### config.mk
export PLATFORM = sky130hd
export DESIGN_NAME = bus_master_rr
export DESIGN_NICKNAME = d
export VERILOG_FILES = /design/src/rtl/bus_master_pkg.sv /design/src/rtl/rr_arbiter.sv /design/src/rtl/bus_master_rr.sv
export SDC_FILE = /design/constraint.sdc
export NUM_CORES = 1
export LEC_CHECK = 0
export BUFFER_PORTS_ARGS = -buffer_cell sky130_fd_sc_hd__buf_2
export CAP_MARGIN = 0
export CORE_MARGIN = 2
export CORE_UTILIZATION = 41
export CTS_CLUSTER_SIZE = 16
export DETAILED_ROUTE_END_ITERATION = 16
export PLACE_DENSITY_LB_ADDON = 0.2
export SLEW_MARGIN = 20
export SYNTH_ARGS = -nofsm -noshare
export SYNTH_HDL_FRONTEND = slang
export SYNTH_HIERARCHICAL = 1
export SYNTH_SLANG_ARGS = --single-unit
### constraint.sdc
create_clock -name clk_i -period 2.7 [get_ports clk_i]
set_input_delay 0.135 -clock clk_i [delete_from_list [all_inputs] [get_ports clk_i]]
set_output_delay 0.135 -clock clk_i [all_outputs]
set_load 0.02 [all_outputs]
### src/rtl/bus_master_pkg.sv
// bus_master_pkg: shared state encoding, direction codes and header layout
package bus_master_pkg;
  typedef enum logic [2:0] {
    IDLE, WR_ISSUE, WR_REQ, WR_BURST, RD_ISSUE, RD_REQ, RD_BURST, WAIT
  } state_t;
  localparam logic DIR_WR = 1'b0;
  localparam logic DIR_RD = 1'b1;
  localparam int HDR_CH_LSB = 0;
  function automatic int hdr_dir_bit(input int ch_w);
    return HDR_CH_LSB + ch_w;
  endfunction
endpackage

### src/rtl/rr_arbiter.sv
// rr_arbiter: combinational round-robin pick starting just after last_grant
module rr_arbiter #(
  parameter int N  = 4,
  parameter int IW = (N > 1) ? $clog2(N) : 1
) (
  input  logic [N-1:0]  eligible,
  input  logic [IW-1:0] last_grant,
  input  logic          enable,
  output logic          grant_valid,
  output logic [IW-1:0] grant_idx
);
  logic [IW-1:0] j;
  // walk candidates farthest-first so the nearest eligible one after last_grant wins
  always_comb begin
    grant_valid = 1'b0;
    grant_idx = '0;
    j = '0;
    for (int i = N; i >= 1; i--) begin
      j = IW'((int'(last_grant) + i) % N);
      if (enable && eligible[j]) begin
        grant_valid = 1'b1;
        grant_idx = j;
      end
    end
  end
endmodule

### src/rtl/bus_master_rr.sv
// bus_master_rr: round-robin multi-channel bus master with burst cap and abort
module bus_master_rr
  import bus_master_pkg::*;
#(
  parameter int NUM_CH    = 2,
  parameter int DATA_W    = 32,
  parameter int MAX_BURST = 256,
  parameter int CH_W      = (NUM_CH > 1) ? $clog2(NUM_CH) : 1,
  parameter int CNT_W     = $clog2(MAX_BURST + 1)
) (
  input  logic                     clk_i,
  input  logic                     reset_n_i,
  input  logic                     ack_i,
  input  logic                     abort_i,
  input  logic                     s_rdy_i,
  output logic                     m_rdy_o,
  output logic                     we_o,
  output logic                     stb_o,
  input  logic [DATA_W-1:0]        dat_i,
  output logic [DATA_W-1:0]        dat_o,
  output logic                     dat_o_enable_o,
  input  logic [NUM_CH-1:0]        req_w_i,
  input  logic [NUM_CH-1:0]        req_r_i,
  output logic [NUM_CH-1:0]        r_fifo_rd_o,
  input  logic [NUM_CH*DATA_W-1:0] r_fifo_dat_i,
  input  logic [NUM_CH-1:0]        r_fifo_empty_i,
  output logic [DATA_W-1:0]        w_fifo_dat_o,
  output logic [NUM_CH-1:0]        w_fifo_dat_valid_o,
  input  logic [NUM_CH-1:0]        w_fifo_prog_full_i,
  output logic                     busy_o,
  output logic [CH_W-1:0]          cur_ch_o
);
  localparam int K = 2 * NUM_CH;
  localparam int KW = $clog2(K);
  localparam int HDR_DIR = hdr_dir_bit(CH_W);
  state_t state;
  logic [CH_W-1:0] cur_ch;
  logic cur_dir;
  logic [CNT_W-1:0] count;
  logic [KW-1:0] last_grant, grant_idx;
  logic [K-1:0] eligible;
  logic grant_valid, cur_empty, cur_pf, cap, pop, push;
  logic [DATA_W-1:0] header;
  // requestor k = 2*c + dir: writes need read-FIFO data, reads need write-FIFO room
  always_comb begin
    eligible = '0;
    for (int c = 0; c < NUM_CH; c++) begin
      eligible[2*c]   = req_w_i[c] & ~r_fifo_empty_i[c];
      eligible[2*c+1] = req_r_i[c] & ~w_fifo_prog_full_i[c];
    end
  end
  rr_arbiter #(.N(K), .IW(KW)) u_arb (
    .eligible   (eligible),
    .last_grant (last_grant),
    .enable     (state == IDLE),
    .grant_valid(grant_valid),
    .grant_idx  (grant_idx)
  );
  assign cur_empty = r_fifo_empty_i[cur_ch];
  assign cur_pf = w_fifo_prog_full_i[cur_ch];
  assign cap = count == CNT_W'(MAX_BURST);
  assign pop = (state == WR_REQ || state == WR_BURST) && ack_i && !abort_i && !cur_empty && !cap;
  assign push = state == RD_BURST && s_rdy_i && ack_i && !cap;
  assign r_fifo_rd_o = NUM_CH'(pop) << cur_ch;
  assign we_o = state inside {WR_ISSUE, WR_REQ, WR_BURST};
  assign stb_o = !(state inside {IDLE, WAIT});
  assign m_rdy_o = state == WR_BURST;
  assign dat_o_enable_o = state inside {WR_ISSUE, RD_ISSUE, WR_BURST};
  assign busy_o = state != IDLE;
  assign cur_ch_o = cur_ch;
  // header word identifies the granted channel and direction
  always_comb begin
    header = '0;
    header[HDR_CH_LSB +: CH_W] = cur_ch;
    header[HDR_DIR] = cur_dir;
  end
  assign dat_o = m_rdy_o ? r_fifo_dat_i[cur_ch*DATA_W +: DATA_W] : header;
  // transaction FSM, grant bookkeeping and saturating word counter
  always_ff @(posedge clk_i or negedge reset_n_i) begin
    if (!reset_n_i) begin
      state <= IDLE;
      cur_ch <= '0;
      cur_dir <= DIR_WR;
      count <= '0;
      last_grant <= KW'(K - 1);
    end else begin
      if (pop || push) count <= count + 1'b1;
      case (state)
        IDLE: if (grant_valid) begin
          state <= (grant_idx[0] == DIR_RD) ? RD_ISSUE : WR_ISSUE;
          cur_ch <= CH_W'(grant_idx >> 1);
          cur_dir <= grant_idx[0];
          last_grant <= grant_idx;
          count <= '0;
        end
        WR_ISSUE: state <= WR_REQ;
        RD_ISSUE: state <= RD_REQ;
        WR_REQ: state <= abort_i ? IDLE : !ack_i ? WR_REQ : cur_empty ? WAIT : WR_BURST;
        RD_REQ: state <= abort_i ? IDLE : !ack_i ? RD_REQ : cur_pf ? WAIT : RD_BURST;
        WR_BURST: state <= (!ack_i || abort_i) ? IDLE : (cur_empty || cap) ? WAIT : WR_BURST;
        RD_BURST: state <= (!ack_i || abort_i) ? IDLE : (cur_pf || cap) ? WAIT : RD_BURST;
        WAIT: state <= ack_i ? WAIT : IDLE;
        default: state <= IDLE;
      endcase
    end
  end
  // write-FIFO data follows dat_i every cycle; push strobe only for the granted channel
  always_ff @(posedge clk_i or negedge reset_n_i) begin
    if (!reset_n_i) begin
      w_fifo_dat_o <= '0;
      w_fifo_dat_valid_o <= '0;
    end else begin
      w_fifo_dat_o <= dat_i;
      w_fifo_dat_valid_o <= NUM_CH'(push) << cur_ch;
    end
  end
endmodule

======== Yosys cells after proc, flatten, opt, wreduce, memory -nomap -nowiden ========
Index checks and enable logic that the tools add are counted.
storage, ports and cells
  register bits after elaboration ......... 50
  bits of input ports ..................... 109
  word-level logic and storage cells ...... 102
cells by class
  add/subtract/negate cells ............... 5
  order comparisons ....................... 5
  equality and inequality tests ........... 9
  shifts and indexed selects .............. 3
  multiplexer cells ....................... 38
  bitwise operators ....................... 8
  reductions and logical operators ........ 27
operators by type and width
  kind                 count
  $shiftx 64x7->32     1
  $mux 32              1
  $mux 3               10
  $mux 9               3
  $pmux 3 s8           1
  $mux 1               14
  $eq 3x3->1 const B   4
  $lt 2x3->1 const B   4
  $logic_and 1x1->1    11
  $mux 2               5
  $add 9x1->9 const B  1
  $eq 9x9->1 const B   1
  $reduce_bool 3->1    3
  $bmux 1 s2           4
  $eq 3x2->1 const B   2
  $logic_not 1->1      5
  $logic_or 1x1->1     5
  $add 2x1->2 const B  2
  $add 2x2->2 const B  2
  $and 1x1->1          4
  $not 1->1            4
  $shl 1x1->2          2
  $eq 3x1->1 const B   1
  $logic_not 3->1      1
  other kinds (4)      4

======== Depth between registers and ports, before layout ========
Gate-level depths: netlist (run 1).
  depth after elaboration ................. 12
  depth in mapped cells ................... 9
  depth with buffers taken out ............ 8

======== By module ========
Netlist (run 1), hierarchy kept.
modules (own cells, without submodules)
  module         times used  cells each  area an instance (um2)  sequential area each (um2)
  bus_master_rr  1           240         2,447.3                 1,253.7
  rr_arbiter     1           18          133.9                   0.0

======== Worst setup path before layout (run 1) ========
OpenSTA, ideal clock, no wires.
  path type ............................... reg-to-reg
  from .................................... register state[0]
  to ...................................... register count[8]
  setup time .............................. 120 ps
  arrival ................................. 2,209 ps
  setup slack ............................. 371 ps
  stages on the path, launching flop included .. 10
  clock period less this slack ............ 2,329 ps
  cell sequence ........................... dfrtp_1 clkbuf_1 or3_1 inv_1 o41a_1 or4b_1 clkbuf_1 nand2_1 a21oi_1 a31o_1
RTL lines
  element                 RTL line             source
  from (decl)             bus_master_rr.sv:36  state_t state;
  from (signal assigned)  bus_master_rr.sv:90  state <= (grant_idx[0] == DIR_RD) ? RD_ISSUE : WR_ISSUE;
  from (signal assigned)  bus_master_rr.sv:98  WR_REQ: state <= abort_i ? IDLE : !ack_i ? WR_REQ : cur_empty ? WAIT : WR_BURST;
  from (signal assigned)  bus_master_rr.sv:99  RD_REQ: state <= abort_i ? IDLE : !ack_i ? RD_REQ : cur_pf ? WAIT : RD_BURST;
  $logic_not 3->1 (*)     bus_master_rr.sv:55  .enable (state == IDLE),
  $logic_and 1x1->1       rr_arbiter.sv:20     if (enable && eligible[j]) begin
  $mux 1 (3 in series)    rr_arbiter.sv:20
  $mux 1 (*)              rr_arbiter.sv:20
  net grant_valid         bus_master_rr.sv:42  logic grant_valid, cur_empty, cur_pf, cap, pop, push;
  $mux 9 (*)              bus_master_rr.sv:89  IDLE: if (grant_valid) begin
  $mux 9 (*)              bus_master_rr.sv:88  case (state)
  to (signal assigned)    bus_master_rr.sv:87  if (pop || push) count <= count + 1'b1;
  to (decl)               bus_master_rr.sv:39  logic [CNT_W-1:0] count;
The timed path passes the listed nets; every way through them passes the cells marked *.
A chain may end at the register's enable or synchronous reset.

======== Worst setup path after layout (run 1) ========
Same ends and word-level chain as after synthesis.

==> summary.md, run 1 <==
| Metric | Value |
|---|---|
| Status | completed |
| Critical Path Source Type | flip-flop |
| Most common cell after layout, fill and taps aside | buf_2 |
| Worst-case clock buffer depth | 2 |
| Core Util, Final | 0.665 |
| Final Setup Violations | 0 |
| CTS Buf Count | 5 |
| Crit. Startpoint | state[0] |
| YS warnings | 6 |
| Clock Skews | 0.00941 ns |
| GR Overflow Total | 0 |
| Setup WS post-layout | 0.363 ns |
| Setup tns final | 0 ns |
| Synth Instances | 258 |
| Reg area | 1250 um2 |
| RSZ-0062 raised after global routing | no |
| Top-area cell type share of the netlist area | 0.465 |
| Worst Tran Pin Value | 0.604 ns |
| Synthesized area per cell | 10.0 um2 |
| Psw | 1.12 mW |
| Synth top area cells | dfrtp_1, mux2i_1, nor2_1, nand2_1, o21ai_0 |
| Drt via density | 5.00 |
| Core Rows | 28 |
| Worst R2R Start | state[0] |
| Post-DP HPWL | 6.10 mm |
| Final hold vios | 0 |
| Via count | 2744 |
| DRT antenna net count | 0 |
| Reg2reg end | count[8] |
| Core area | 5990 um2 |
| Horiz. Die Dim | 83.3 um |
| Most frequent cells in the layout | buf_2, dfrtp_1, nor2_1 |
| Most used DFF post-synth | dfrtp_1 |
| P_int | 1.56 mW |
| Vias in the first global route | 2677 |
| GRT Total Usage | 0.242 |
| Logic pwr share | 0.488 |
| Drt wl/cell | 15.7 um |
| TritonCTS sink count | 50 |
| Share of cells above drive strength 1 | 0.439 |
| Final Max Tran Viols | 0 |
| R2r setup slk | 0.36 ns |
| Drt pass-1 iters | 4 |
| Number of synthesized flops with an enable pin | 0 |
| Worst-Skew Late Latency | 0.30 ns |
| Worst-path maximum fanout | 14 |
| F_max | 428 MHz |
| Setup Crit Path Kind | flip-flop to flip-flop |
| HP Class | input port to flip-flop |
| Total die area | 6950 um2 |
| Seq/Total Area, Yosys | 0.486 |
| Overall routed net length | 8.63 mm |
| Relative slew slack | 0.598 |
| Crit path to | count[8] |
| Pin count of the biggest net entering global routing | 51 |
| Clock Power Share | 0.165 |
| H-tree levels | 2 |
| Final non-filler cell total | 549 |
| Worst path arrival time | 2.54 ns |
| CTS Hold Bufs | 32 |
| Final Hold Slack | 0.205 ns |
| CTS tree | done |
| Async set or reset register ratio after synthesis | 1.00 |
| Design area | 3980 um2 |
| Sequential Power Share | 0.347 |
| Die Y | 83.3 um |
| Synth cell types | 49 |
| First-pass GRT wire length | 13.4 mm |
| Area growth, synth to finish | 54.3% |
| Worst-path clk slew | 0.09 ns |
| CP endpoint kind | flip-flop |
| Setup bufs post-CTS | 0 |
| MaxCap Viol Count | 0 |
| P per Cell Area | 672 nW/um2 |
| Post-place setup slack | 0.393 ns |
| Sw Share | 0.417 |
| GP Congestion | 0.810 |
| DR iter-0 viols | 206 |
| Worst Reg-to-Reg Cells | 7 |
| Count of buffers from port buffering | 182 |
| Post-placement cell area | 3550 um2 |
| Crit path time final | 2.34 ns |
| Total design power | 2.68 mW |
| Synth area leader | dfrtp_1 |
| Max VDD drop | 0.540 mV |
| Pleak | 2.02 nW |
| Initial Util | 0.431 |
| Initial antenna violation count | 3 |
| CTS root buf | clkbuf_8 |
| Fin crit share | 0.865 |
| Multi-input gate area | 1230 um2 |
| Nets | 581 |
| Io pins | 183 |
| Fill cell count | 509 |
| Mapped Nets | 369 |
| Cell Area, Synth | 2580 um2 |
| Placed cells | 505 |
| Post-route DRC | 0 |
| WP data required | 2.90 ns |
| Yosys reg bits | 50 |
| Post-CTS Resized | 0 |
power by group through the flow:
stage                     Combinational (mW)  Clock, mW  Sequential (mW)
after floorplan                        0.851          0            0.958
after global routing                    1.42      0.487            0.941
final                                   1.31      0.442            0.927
after CTS                               1.30      0.458            0.925
after global placement                  1.24          0            0.933
after detailed placement                1.26          0            0.941
routing by layer:
metal	vias to the layer above	global-route usage	wire length (um)
met3	17	0.0686	571
li1	1339	-	-
met4	0	0.0909	194
met1	1280	0.272	3180
met5	-	0	0
met2	108	0.433	4680
area by class of cell:
type | count | share of cell area
timing repair buffer | 219 | 0.320
sequential | 50 | 0.315
inverter | 8 | 0.00754
antenna | 3 | 0.00188
clock inverter | 3 | 0.00628
clock buffer | 5 | 0.0173
tap | 75 | 0.0236
multi-input combinational | 186 | 0.309
cells in the mapped netlist (2+ instances only):
cell and n:
a21oi_1 9, and3_1 4, buf_2 3, clkbuf_1 8
dfrtp_1 48, dfstp_2 2, ha_1 2, inv_1 8
mux2_2 2, mux2i_1 35, nand2_1 22, nand3_1 7
nand4_1 4, nor2_1 45, nor2b_1 6, o211ai_1 2
o21ai_0 13, o31ai_1 2, o41ai_1 2, or3_1 3
or4_1 3
critical path: stages (launching register included):
cell and delay (ns):
dfrtp_1 0.52, or3_1 0.41, inv_1 0.14, o41a_1 0.18, or4b_1 0.62, nand2_1 0.13
a21oi_1 0.04, a31o_1 0.19
worst min path at each step:
stage                         start                to  slack [ns]  depth (start not counted)
after floorplan           reset_n_i          count[0]       -0.16                          0
after CTS                 reset_n_i  w_fifo_dat_o[26]        0.05                          1
after detailed placement   dat_i[6]   w_fifo_dat_o[6]        0.24                          1
after global routing          ack_i          state[1]        0.21                          3
final                         ack_i          state[1]        0.21                          3
after global placement     dat_i[4]   w_fifo_dat_o[4]        0.24                          1
flip-flops by register name, indices dropped and copies added (netlist names):
| register | cells |
|---|---|
| w_fifo_dat_o | 32 |
| count | 9 |
| w_fifo_dat_valid_o | 2 |
| last_grant | 2 |
| cur_ch_o | 1 |
| state | 3 |
| cur_dir | 1 |
cell families after synthesis:
| kind of cell | count (synthesis) | synth area share |
|---|---|---|
| AND/OR/NAND/NOR | 104 | 0.197 |
| flip-flops | 50 | 0.486 |
| AO/OA/AOI/OAI | 41 | 0.111 |
| multiplexers | 39 | 0.159 |
| buffers and inverters | 22 | 0.0378 |
| adder cells (fa/ha/maj) | 2 | 0.00969 |
No activity file was read; power rests on OpenSTA's default activity.
==> run 2: changes to the inputs <==
PLACE_DENSITY = 0.89   (was not set)
PLACE_DENSITY_LB_ADDON = not set   (was 0.2)
REMOVE_ABC_BUFFERS = 1   (was not set)
==> run 2 against run 1 <==
Net effect:
- clock power rose by 5.7%
- critical endpoint unchanged
- clock skew fell by 0.0061 ns
- critical path type unchanged
- largest power group unchanged
- routed wire length fell by 10%
- non-clock buffer count fell by 1
- highest routed layer unchanged
==> summary.md, run 2 (synthesized netlist as in run 1, its figures left out) <==
| Metric | Value |
|---|---|
| Multi-input gate area | 1230 um2 (unchanged) |
| Nets | 580 (was 581) |
| WP data required | 2.90 ns (about the same) |
| Post-DP HPWL | 5.73 mm (was 6.10 mm) |
| TritonCTS sink count | 50 (unchanged) |
| Placed cells | 504 (was 505) |
| Relative slew slack | 0.589 (was 0.598) |
| Worst R2R Start | state[0] (unchanged) |
| Initial Util | 0.431 (unchanged) |
| DR iter-0 viols | 223 (was 206) |
| Post-route DRC | 0 (unchanged) |
| Largest register FFs | 32 (unchanged) |
| Worst path cell trace | or3_1, inv_1, o41a_1, or4b_1, nand2_1, a21oi_1, a31o_1 (unchanged) |
| GRT Total Usage | 0.220 (was 0.242) |
| HP Class | input port to flip-flop (unchanged) |
| Highest metal used | met4 (unchanged) |
| Overall routed net length | 7.74 mm (was 8.63 mm) |
| RSZ-0062 raised after global routing | no (unchanged) |
| Core area | 5990 um2 (unchanged) |
| Die Y | 83.3 um (unchanged) |
| Io pins | 183 (unchanged) |
| Worst path slowest cell | or4b_1 (unchanged) |
| GR Overflow Total | 0 (unchanged) |
| Area growth, synth to finish | 54.0% (was 54.3%) |
| Max VDD drop | 0.456 mV (was 0.540 mV) |
| Setup WS post-layout | 0.398 ns (was 0.363 ns) |
| Worst Min Path Start | ack_i (unchanged) |
| H-tree levels | 2 (unchanged) |
| Horiz. Die Dim | 83.3 um (unchanged) |
| Crit path time final | 2.30 ns (was 2.34 ns) |
| R2r setup slk | 0.40 ns (was 0.36 ns) |
| Routed met2 length | 4.15 mm (was 4.68 mm) |
| Final non-filler cell total | 545 (was 549) |
| CTS Buf Count | 5 (unchanged) |
| Worst path arrival time | 2.50 ns (was 2.54 ns) |
| Initial antenna violation count | 0 (was 3) |
| F_max | 434 MHz (was 428 MHz) |
| First-pass GRT wire length | 12.7 mm (was 13.4 mm) |
| Vias in the first global route | 2809 (was 2677) |
| Total die area | 6950 um2 (unchanged) |
| Via count | 2769 (was 2744) |
| Setup Crit Path Kind | flip-flop to flip-flop (unchanged) |
| Core Util, Final | 0.663 (was 0.665) |
| GP Congestion | 0.834 (was 0.810) |
| CTS tree | done (unchanged) |
| Total design power | 2.67 mW (was 2.68 mW) |
| Final Setup Violations | 0 (unchanged) |
| Final hold vios | 0 (unchanged) |
| Drt wl/cell | 14.2 um (was 15.7 um) |
| Core Rows | 28 (unchanged) |
| Largest registers | w_fifo_dat_o x32, count x9, state x3 (unchanged) |
| Met1 WL | 2.77 mm (was 3.18 mm) |
| Worst-Skew Late Latency | 0.30 ns (about the same) |
| Pleak | 2.02 nW (about the same) |
| CTS root buf | clkbuf_8 (unchanged) |
| Drt pass-1 iters | 4 (unchanged) |
| Post-place setup slack | 0.417 ns (was 0.393 ns) |
| Status | completed (unchanged) |
| Most flop-heavy register | w_fifo_dat_o (unchanged) |
| Share of cells above drive strength 1 | 0.438 (was 0.439) |
| Count of buffers from port buffering | 182 (unchanged) |
| Fill cell count | 459 (was 509) |
| Pin count of the biggest net entering global routing | 51 (unchanged) |
| Hold worst-path end | state[0] (was state[1]) |
| Setup bufs post-CTS | 0 (unchanged) |
| Worst-path clk slew | 0.09 ns (about the same) |
| Buffer and inverter count on the worst path | 1 (unchanged) |
| ANT cells | 0 (was 3) |
| Reg2reg end | count[8] (unchanged) |
| Final Max Tran Viols | 0 (unchanged) |
| Drt via density | 5.08 (was 5.00) |
| MaxCap Viol Count | 0 (unchanged) |
| Worst Reg-to-Reg Cells | 7 (unchanged) |
| Most common cell after layout, fill and taps aside | buf_2 (unchanged) |
| Max incr delay on CP | 0.59 ns (was 0.62 ns) |
| CP endpoint kind | flip-flop (unchanged) |
| DRT antenna net count | 0 (unchanged) |
| P per Cell Area | 672 nW/um2 (about the same) |
| Critical Path Source Type | flip-flop (unchanged) |
| Worst Tran Pin Value | 0.616 ns (was 0.604 ns) |
| Delay-heaviest family, CP | simple AND/OR/NAND/NOR gates (unchanged) |
| Final Hold Slack | 0.210 ns (was 0.205 ns) |
| Clock Skews | 0.00335 ns (was 0.00941 ns) |
| Most frequent cells in the layout | buf_2, dfrtp_1, nor2_1 (unchanged) |
| Worst-path maximum fanout | 14 (unchanged) |
| Fin crit share | 0.853 (was 0.865) |
| Routed wl met3 | 620 um (was 571 um) |
| Worst-case clock buffer depth | 2 (unchanged) |
| WHS Path Cells | 3 (unchanged) |
| Reg area | 1250 um2 (unchanged) |
run 2: stage by stage:
stage          instance area (um2)  setup TNS, ns
2_1_floorplan                 2510        -0.0107
3_3_place_gp                  3540              0
3_5_place_dp                  3540              0
4_1_cts                       3960              0
5_1_grt                       3970              0
6_report                      3970              0
run 2: timing repair:
item	CTS	global route
resized for setup	0	0
hold buffers	32	1
endpoints found under the hold margin	32	48
run 2: area by class of cell:
cell class | instances | area share
inverter | 8 | 0.00756
multi-input combinational | 186 | 0.310
clock inverter | 2 | 0.00409
timing repair buffer | 218 | 0.319
sequential | 50 | 0.316
clock buffer | 6 | 0.0208
tap | 75 | 0.0236
run 2: how the worst max path moves through the flow:
stage	from	endpoint	slack [ns]	cells after the start
3_5_place_dp	state[0]	count[8]	0.42	7
4_1_cts	state[0]	count[8]	0.41	7
3_3_place_gp	state[0]	count[8]	0.49	7
6_report	state[0]	count[8]	0.40	7
2_1_floorplan	cur_ch_o	count[5]	-0.01	4
5_1_grt	state[0]	count[8]	0.25	7
run 2: metal layers:
| layer | vias to the layer above | track usage |
|---|---|---|
| li1 | 1327 | - |
| met1 | 1276 | 0.248 |
| met2 | 146 | 0.411 |
| met3 | 20 | 0.0527 |
| met4 | 0 | 0.0641 |
| met5 | - | 0 |
run 2: tightest hold or removal path: cells and delay by family:
kind | cells | cell delay, ns
buf+inv | 1 | 0.17
simple gates | 2 | 0.16
run 2: report_power, final:
part,switching [mW],total [mW],leakage (nW),internal (mW)
Sequential,0.112,0.951,0.610,0.839
Combinational,0.728,1.25,1.36,0.522
Clock,0.256,0.467,0.0478,0.211
